File: src/rtl/vanilla_long_op_sched_if.sv
// Handshake bundle between execute, the shared divide engine, writeback and
// the long-op scheduler. Signal names keep their original port names so the
// surrounding pipeline wiring carries over unchanged.
interface vanilla_long_op_sched_if #(
  parameter int data_width_p     = 32,
  parameter int reg_addr_width_p = 5
);
  localparam int num_regs_lp = 2 ** reg_addr_width_p;

  // execute -> scheduler, integer divide/remainder
  logic                        idiv_v_i;
  logic [1:0]                  idiv_op_i;
  logic [reg_addr_width_p-1:0] idiv_rd_i;
  logic                        idiv_ready_o;

  // execute -> scheduler, FP divide/sqrt
  logic                        fdiv_v_i;
  logic                        fdiv_sqrt_i;
  logic [reg_addr_width_p-1:0] fdiv_rd_i;
  logic                        fdiv_ready_o;

  // scheduler <-> divide engine
  logic                        eng_v_o;
  logic [2:0]                  eng_op_o;
  logic                        eng_ready_i;
  logic                        eng_v_i;
  logic [data_width_p-1:0]     eng_data_i;
  logic                        eng_yumi_o;

  // scheduler -> writeback arbiter
  logic                        wb_v_o;
  logic                        wb_is_fp_o;
  logic [reg_addr_width_p-1:0] wb_rd_o;
  logic [data_width_p-1:0]     wb_data_o;
  logic                        wb_yumi_i;

  // hazard tracking for issue
  logic [num_regs_lp-1:0]      int_busy_o;
  logic [num_regs_lp-1:0]      fp_busy_o;

  // scheduler side
  modport slave (
    input  idiv_v_i, idiv_op_i, idiv_rd_i,
    output idiv_ready_o,
    input  fdiv_v_i, fdiv_sqrt_i, fdiv_rd_i,
    output fdiv_ready_o,
    output eng_v_o, eng_op_o,
    input  eng_ready_i, eng_v_i, eng_data_i,
    output eng_yumi_o,
    output wb_v_o, wb_is_fp_o, wb_rd_o, wb_data_o,
    input  wb_yumi_i,
    output int_busy_o, fp_busy_o
  );

  // execute / engine / writeback side
  modport master (
    output idiv_v_i, idiv_op_i, idiv_rd_i,
    input  idiv_ready_o,
    output fdiv_v_i, fdiv_sqrt_i, fdiv_rd_i,
    input  fdiv_ready_o,
    input  eng_v_o, eng_op_o,
    output eng_ready_i, eng_v_i, eng_data_i,
    input  eng_yumi_o,
    input  wb_v_o, wb_is_fp_o, wb_rd_o, wb_data_o,
    output wb_yumi_i,
    input  int_busy_o, fp_busy_o
  );
endinterface

File: src/rtl/vanilla_long_op_sched.sv
// Long-op scheduler: shares one iterative divide engine between integer
// DIV/DIVU/REM/REMU and FP FDIV.S/FSQRT.S. One op in flight at a time,
// round-robin between the two requesters, destination busy bits for issue
// stalls, and a one-entry result buffer for the writeback arbiter.
module vanilla_long_op_sched #(
  parameter int data_width_p     = 32,
  parameter int reg_addr_width_p = 5
) (
  input  logic                    clk_i,
  input  logic                    reset_i,
  vanilla_long_op_sched_if.slave  bus
);
  localparam int num_regs_lp = 2 ** reg_addr_width_p;

  typedef enum logic [1:0] {
    IDLE   = 2'd0,
    BUSY   = 2'd1,
    RESULT = 2'd2
  } state_e;

  state_e                      state_r;
  logic                        prefer_fp_r;  // FP wins a tie when set
  logic                        wb_is_fp_r;
  logic [reg_addr_width_p-1:0] wb_rd_r;
  logic [data_width_p-1:0]     wb_data_r;
  logic [num_regs_lp-1:0]      int_busy_r;
  logic [num_regs_lp-1:0]      fp_busy_r;

  logic idle;
  logic req_any;
  logic grant_fp;
  logic launch;

  // Arbitration and launch handshake; purely combinational in IDLE
  always_comb begin
    idle     = (state_r == IDLE);
    req_any  = bus.idiv_v_i | bus.fdiv_v_i;
    grant_fp = bus.fdiv_v_i & (~bus.idiv_v_i | prefer_fp_r);
    launch   = idle & req_any & bus.eng_ready_i;

    bus.eng_v_o = idle & req_any;
    bus.eng_op_o = '0;
    if (bus.eng_v_o) begin
      bus.eng_op_o = grant_fp ? {1'b1, 1'b0, bus.fdiv_sqrt_i}
                              : {1'b0, bus.idiv_op_i};
    end
    bus.idiv_ready_o = launch & ~grant_fp;
    bus.fdiv_ready_o = launch &  grant_fp;
    bus.eng_yumi_o   = (state_r == BUSY) & bus.eng_v_i;
  end

  // Registered outputs toward writeback and issue
  always_comb begin
    bus.wb_v_o     = (state_r == RESULT);
    bus.wb_is_fp_o = wb_is_fp_r;
    bus.wb_rd_o    = wb_rd_r;
    bus.wb_data_o  = wb_data_r;
    bus.int_busy_o = int_busy_r;
    bus.fp_busy_o  = fp_busy_r;
  end

  // Op sequencing FSM with result buffer and busy-bit bookkeeping.
  // Destination and regfile select are latched at launch straight into the
  // wb registers: the previous result has already been consumed by then, so
  // they still read stable for the whole RESULT phase.
  always_ff @(posedge clk_i or posedge reset_i) begin
    if (reset_i) begin
      state_r     <= IDLE;
      prefer_fp_r <= 1'b0;
      wb_is_fp_r  <= 1'b0;
      wb_rd_r     <= '0;
      wb_data_r   <= '0;
      int_busy_r  <= '0;
      fp_busy_r   <= '0;
    end else begin
      case (state_r)
        IDLE: begin
          if (launch) begin
            state_r     <= BUSY;
            prefer_fp_r <= ~grant_fp;
            wb_is_fp_r  <= grant_fp;
            if (grant_fp) begin
              wb_rd_r                  <= bus.fdiv_rd_i;
              fp_busy_r[bus.fdiv_rd_i] <= 1'b1;
            end else begin
              wb_rd_r <= bus.idiv_rd_i;
              // x0 is hardwired, so it never becomes busy
              if (bus.idiv_rd_i != '0) int_busy_r[bus.idiv_rd_i] <= 1'b1;
            end
          end
        end
        BUSY: begin
          if (bus.eng_v_i) begin
            state_r   <= RESULT;
            wb_data_r <= bus.eng_data_i;
          end
        end
        RESULT: begin
          if (bus.wb_yumi_i) begin
            state_r <= IDLE;
            if (wb_is_fp_r) fp_busy_r[wb_rd_r]  <= 1'b0;
            else            int_busy_r[wb_rd_r] <= 1'b0;
          end
        end
        default: state_r <= IDLE;
      endcase
    end
  end

  a_eng_v_only_in_busy: assert property (
    @(posedge clk_i) disable iff (reset_i) bus.eng_v_i |-> (state_r == BUSY));

  a_wb_yumi_only_with_valid: assert property (
    @(posedge clk_i) disable iff (reset_i) bus.wb_yumi_i |-> (state_r == RESULT));

endmodule

File: src/flat_wrapper.sv
// flat-port wrapper written by rule: the top's interface ports become plain ports
module vanilla_long_op_sched_flat 
#(
  parameter int data_width_p     = 32,
  parameter int reg_addr_width_p = 5
)
  (clk_i, reset_i, bus_idiv_v_i, bus_idiv_op_i, bus_idiv_rd_i, bus_idiv_ready_o, bus_fdiv_v_i, bus_fdiv_sqrt_i, bus_fdiv_rd_i, bus_fdiv_ready_o, bus_eng_v_o, bus_eng_op_o, bus_eng_ready_i, bus_eng_v_i, bus_eng_data_i, bus_eng_yumi_o, bus_wb_v_o, bus_wb_is_fp_o, bus_wb_rd_o, bus_wb_data_o, bus_wb_yumi_i, bus_int_busy_o, bus_fp_busy_o);
  vanilla_long_op_sched_if #(.data_width_p(data_width_p), .reg_addr_width_p(reg_addr_width_p)) bus_i ();
  input  logic clk_i;
  input  logic reset_i;
  input wire logic [$bits(bus_i.idiv_v_i)-1:0] bus_idiv_v_i;
  input wire logic [$bits(bus_i.idiv_op_i)-1:0] bus_idiv_op_i;
  input wire logic [$bits(bus_i.idiv_rd_i)-1:0] bus_idiv_rd_i;
  output wire logic [$bits(bus_i.idiv_ready_o)-1:0] bus_idiv_ready_o;
  input wire logic [$bits(bus_i.fdiv_v_i)-1:0] bus_fdiv_v_i;
  input wire logic [$bits(bus_i.fdiv_sqrt_i)-1:0] bus_fdiv_sqrt_i;
  input wire logic [$bits(bus_i.fdiv_rd_i)-1:0] bus_fdiv_rd_i;
  output wire logic [$bits(bus_i.fdiv_ready_o)-1:0] bus_fdiv_ready_o;
  output wire logic [$bits(bus_i.eng_v_o)-1:0] bus_eng_v_o;
  output wire logic [$bits(bus_i.eng_op_o)-1:0] bus_eng_op_o;
  input wire logic [$bits(bus_i.eng_ready_i)-1:0] bus_eng_ready_i;
  input wire logic [$bits(bus_i.eng_v_i)-1:0] bus_eng_v_i;
  input wire logic [$bits(bus_i.eng_data_i)-1:0] bus_eng_data_i;
  output wire logic [$bits(bus_i.eng_yumi_o)-1:0] bus_eng_yumi_o;
  output wire logic [$bits(bus_i.wb_v_o)-1:0] bus_wb_v_o;
  output wire logic [$bits(bus_i.wb_is_fp_o)-1:0] bus_wb_is_fp_o;
  output wire logic [$bits(bus_i.wb_rd_o)-1:0] bus_wb_rd_o;
  output wire logic [$bits(bus_i.wb_data_o)-1:0] bus_wb_data_o;
  input wire logic [$bits(bus_i.wb_yumi_i)-1:0] bus_wb_yumi_i;
  output wire logic [$bits(bus_i.int_busy_o)-1:0] bus_int_busy_o;
  output wire logic [$bits(bus_i.fp_busy_o)-1:0] bus_fp_busy_o;
  assign bus_i.idiv_v_i = bus_idiv_v_i;
  assign bus_i.idiv_op_i = bus_idiv_op_i;
  assign bus_i.idiv_rd_i = bus_idiv_rd_i;
  assign bus_idiv_ready_o = bus_i.idiv_ready_o;
  assign bus_i.fdiv_v_i = bus_fdiv_v_i;
  assign bus_i.fdiv_sqrt_i = bus_fdiv_sqrt_i;
  assign bus_i.fdiv_rd_i = bus_fdiv_rd_i;
  assign bus_fdiv_ready_o = bus_i.fdiv_ready_o;
  assign bus_eng_v_o = bus_i.eng_v_o;
  assign bus_eng_op_o = bus_i.eng_op_o;
  assign bus_i.eng_ready_i = bus_eng_ready_i;
  assign bus_i.eng_v_i = bus_eng_v_i;
  assign bus_i.eng_data_i = bus_eng_data_i;
  assign bus_eng_yumi_o = bus_i.eng_yumi_o;
  assign bus_wb_v_o = bus_i.wb_v_o;
  assign bus_wb_is_fp_o = bus_i.wb_is_fp_o;
  assign bus_wb_rd_o = bus_i.wb_rd_o;
  assign bus_wb_data_o = bus_i.wb_data_o;
  assign bus_i.wb_yumi_i = bus_wb_yumi_i;
  assign bus_int_busy_o = bus_i.int_busy_o;
  assign bus_fp_busy_o = bus_i.fp_busy_o;
  vanilla_long_op_sched #(.data_width_p(data_width_p), .reg_addr_width_p(reg_addr_width_p)) u_core (.clk_i(clk_i), .reset_i(reset_i), .bus(bus_i));
endmodule
File: config.mk
export PLATFORM = sky130hd
export DESIGN_NAME = vanilla_long_op_sched_flat
export DESIGN_NICKNAME = d
export VERILOG_FILES = /design/src/rtl/vanilla_long_op_sched_if.sv /design/src/rtl/vanilla_long_op_sched.sv /design/src/flat_wrapper.sv
export SDC_FILE = /design/constraint.sdc
export NUM_CORES = 1
export LEC_CHECK = 0
export ABC_CLOCK_PERIOD_IN_PS = 3800
export BUFFER_PORTS_ARGS = -buffer_cell sky130_fd_sc_hd__clkbuf_2
export CAP_MARGIN = 10
export CORE_UTILIZATION = 38
export CTS_CLUSTER_DIAMETER = 80
export DETAILED_ROUTE_END_ITERATION = 6
export GPL_TIMING_DRIVEN = 0
export SETUP_SLACK_MARGIN = 0.2
export SLEW_MARGIN = 25
export SYNTH_ARGS = -nofsm -noshare
export SYNTH_HDL_FRONTEND = slang
export SYNTH_SLANG_ARGS = --single-unit
File: constraint.sdc
create_clock -name clk_i -period 3.8 [get_ports clk_i]
set_input_delay 0.76 -clock clk_i [delete_from_list [all_inputs] [get_ports clk_i]]
set_output_delay 0.76 -clock clk_i [all_outputs]
set_load 0.01 [all_outputs]
==> metrics.csv <==
metric,value,unit
status,"finished, final reports clean",
min Tclk post-route,2.62,ns
initial DRC count,185,
Core ar.,11000,um2
max-slew violation count,0,
layout cells sized above 1,30.6,%
Initial Utilization,39.7,%
"setup slack, reg-to-reg",1.98,ns
final number of hold-violating endpoints,0,
placed instance area,5370,um2
CP arrival,1.86,ns
Die X,109,um
WL/cell,16.7,um
Syn Nets,502,
Max transition margin,68.4,%
sequential area share after synthesis,60.1,%
Final period util,69.0,%
CP Launch Type,input pin,
largest net degree at the start of global routing,58,
Max VDD drop,0.320,mV
Detailed Routing Iterations Pass 1,5,
Post-DRT Antenna Nets,0,
ANT cells,0,
area taken by multi-input logic gates,1640,um2
Post-CTS Setup Inserts,0,
Total GRT Usage,22.5,%
Seq. cell area,2630,um2
CTS Buf Count,9,
leakage,2.89,nW
Detail Placement HPWL,9300,um
Placer Congestion,0.797,
Hold Buf Count CTS,0,
layout overhead on the synthesized area,30.2,%
# fillers,1085,
initial antenna violation count,0,
worst-path maximum fanout,10,
# rows,38,
drt total wl,12800,um
final core occ,51.6,%
Worst Reg-to-Reg Cells,5,
pwr/cell area,781,nW/um2
DR vias,4020,
final non-filler cell area,5700,um2
H-Tree Depth,3,
max cap viols,0,
Worst Path Required,3.04,ns
vias in the first global route,3824,
# port buffers,158,
Chip Height,109,um
post-synthesis cell count,450,
Layout Nets,672,
Setup CP Type,input pin to output port,
CTS resizes,0,
Hold Path Class,input pin to asynchronous set/reset pin,
DIE AREA,11900,um2
Layout Skew,0.00984,ns
synth unique cells,35,
synth warn,0,
clock transition at the registers of the reported paths,0.07,ns
CTS sink cnt,105,
I/O pin count,162,
Slew @ Worst Pin,0.474,ns
TritonCTS clock tree,built,
vias per cell,5.25,
Hold Slack,0.436,ns
r2r startpoint,u_core.prefer_fp_r$_DFFE_PP0P_,
drt drc,0,
Peak Freq,381,MHz
Reg-to-Reg End,u_core.bus.int_busy_o[14]$_DFFE_PP0P_,
CTS max path bufs,2,
first-pass GRT wire length,20300,um
#FFs+latches synth,105,
Netlist Area Pre-Place,4380,um2
worst skew pair latency,0.34,ns
grt ovf,0,
Mapped Avg Cell Area,9.72,um2
nature of the critical path endpoint,output port,
CTS Root Cell,clkbuf_16,
RSZ-0062 raised after global routing,no,
Final setup viols,0,
[through the flow]
stage          TNS, ns  cells  power (W)  worst slack, ns
6_report             0    765    0.00445             1.18
5_1_grt              0    765    0.00476             1.04
4_1_cts              0    765    0.00448             1.18
3_5_place_dp         0    749    0.00348             1.18
3_3_place_gp    -94.33    748    0.00341           -0.903
2_1_floorplan        0    450    0.00270            0.279
[kinds of logic after synthesis]
group,share of synthesized area [%]
AOI/OAI and AO/OA,18.2
buffers and inverters,2.55
DFF,60.1
muxes,1.14
and+or+nand+nor,18.0
[final cells by class]
| cell class | instances | share of cell area, % |
|---|---|---|
| buffer | 22 | 1.69 |
| clock buffer | 11 | 4.26 |
| clock inverter | 5 | 1.38 |
| inverter | 4 | 0.351 |
| multi-input combinational | 319 | 28.7 |
| sequential | 105 | 46.1 |
| tap | 140 | 3.08 |
| timing repair buffer | 159 | 14.4 |
[per-layer routing]
| layer | vias up | track usage, % | share of wire, % |
|---|---|---|---|
| met5 | - | 0 | 0 |
| met1 | 1931 | 31.4 | 45 |
| met3 | 13 | 4.15 | 7.1 |
| li1 | 1909 | - | - |
| met4 | 0 | 7.81 | 1.4 |
| met2 | 167 | 35.1 | 46 |
[worst max-delay path by stage]
stage                            start                                    to  slack, ns
after floorplan                reset_i   u_core.bus.fp_busy_o[0]$_DFFE_PP0P_       0.28
after global placement         reset_i  u_core.bus.fp_busy_o[27]$_DFFE_PP0P_      -0.90
after detailed placement  bus_fdiv_v_i                      bus_idiv_ready_o       1.18
after CTS                 bus_fdiv_v_i                      bus_idiv_ready_o       1.18
after global routing      bus_fdiv_v_i                      bus_idiv_ready_o       1.04
final                     bus_fdiv_v_i                      bus_idiv_ready_o       1.18
[cells in the final DEF, fill, tap and decap left out, drive strengths merged]
master	count
buf	10
clkbuf	182
and3	1
a21o	1
or2	2
nand2b	6
and4b	1
nand3	7
nand2	118
or2b	1
o21a	1
dfrtp	105
o2111ai	2
nor3	2
o21ai	113
o31ai	21
o41ai	1
a21boi	1
nor2b	3
and4bb	1
nor2	9
or3b	2
bufinv	2
nand3b	13
or3	5
and4	1
clkinv	3
a21oi	2
mux2i	5
inv	4
[where the power goes]
group | internal (W) | switching, W
Clock | 0.000595 | 0.000408
Combinational | 0.000620 | 0.000976
Sequential | 0.00157 | 0.000280
[state kept, by name (all words and copies together) (netlist names)]
register,count
u_core.bus.int_busy_o,32
u_core.bus.wb_rd_o,5
u_core.bus.wb_is_fp_o,1
u_core.bus.fp_busy_o,32
u_core.prefer_fp_r,1
u_core.state_r,2
u_core.bus.wb_data_o,32
[cell usage after synthesis]
| master | number | area (um2) |
|---|---|---|
| o31ai_1 | 21 | 158 |
| inv_1 | 2 | 7.51 |
| or2_2 | 1 | 6.26 |
| and4bb_2 | 1 | 12.5 |
| buf_2 | 5 | 25.0 |
| nand2_1 | 117 | 439 |
| o2111ai_2 | 2 | 30.0 |
| or3_1 | 5 | 31.3 |
| a21boi_0 | 1 | 7.51 |
| nand3_1 | 7 | 35.0 |
| nor2b_1 | 3 | 18.8 |
| nand2_2 | 1 | 6.26 |
| and4b_1 | 1 | 10.0 |
| mux2i_1 | 5 | 50.1 |
| o21ai_1 | 25 | 125 |
| and3_1 | 1 | 6.26 |
| o21ai_2 | 1 | 8.76 |
| or2b_4 | 1 | 11.3 |
| o41ai_1 | 1 | 8.76 |
| or2_1 | 1 | 6.26 |
| inv_2 | 2 | 7.51 |
| nand2b_1 | 6 | 37.5 |
| nand3b_1 | 13 | 97.6 |
| buf_4 | 2 | 15.0 |
| dfrtp_1 | 105 | 2630 |
| a21oi_1 | 2 | 10.0 |
| and4_1 | 1 | 8.76 |
| or3b_1 | 2 | 17.5 |
| nor2_1 | 9 | 33.8 |
| o21ai_0 | 87 | 435 |
| clkbuf_1 | 13 | 48.8 |
| o21a_1 | 1 | 7.51 |
| nor3_1 | 2 | 10.0 |
| buf_1 | 2 | 7.51 |
| a21o_1 | 1 | 7.51 |
[critical path, stage by stage]
cell,delay [ns]
clkbuf_2,0.13
nor2_1,0.13
nand3b_1,0.22
clkbuf_1,0.39
a21oi_1,0.08
clkbuf_2,0.15
(Power assumes the default switching activity.)
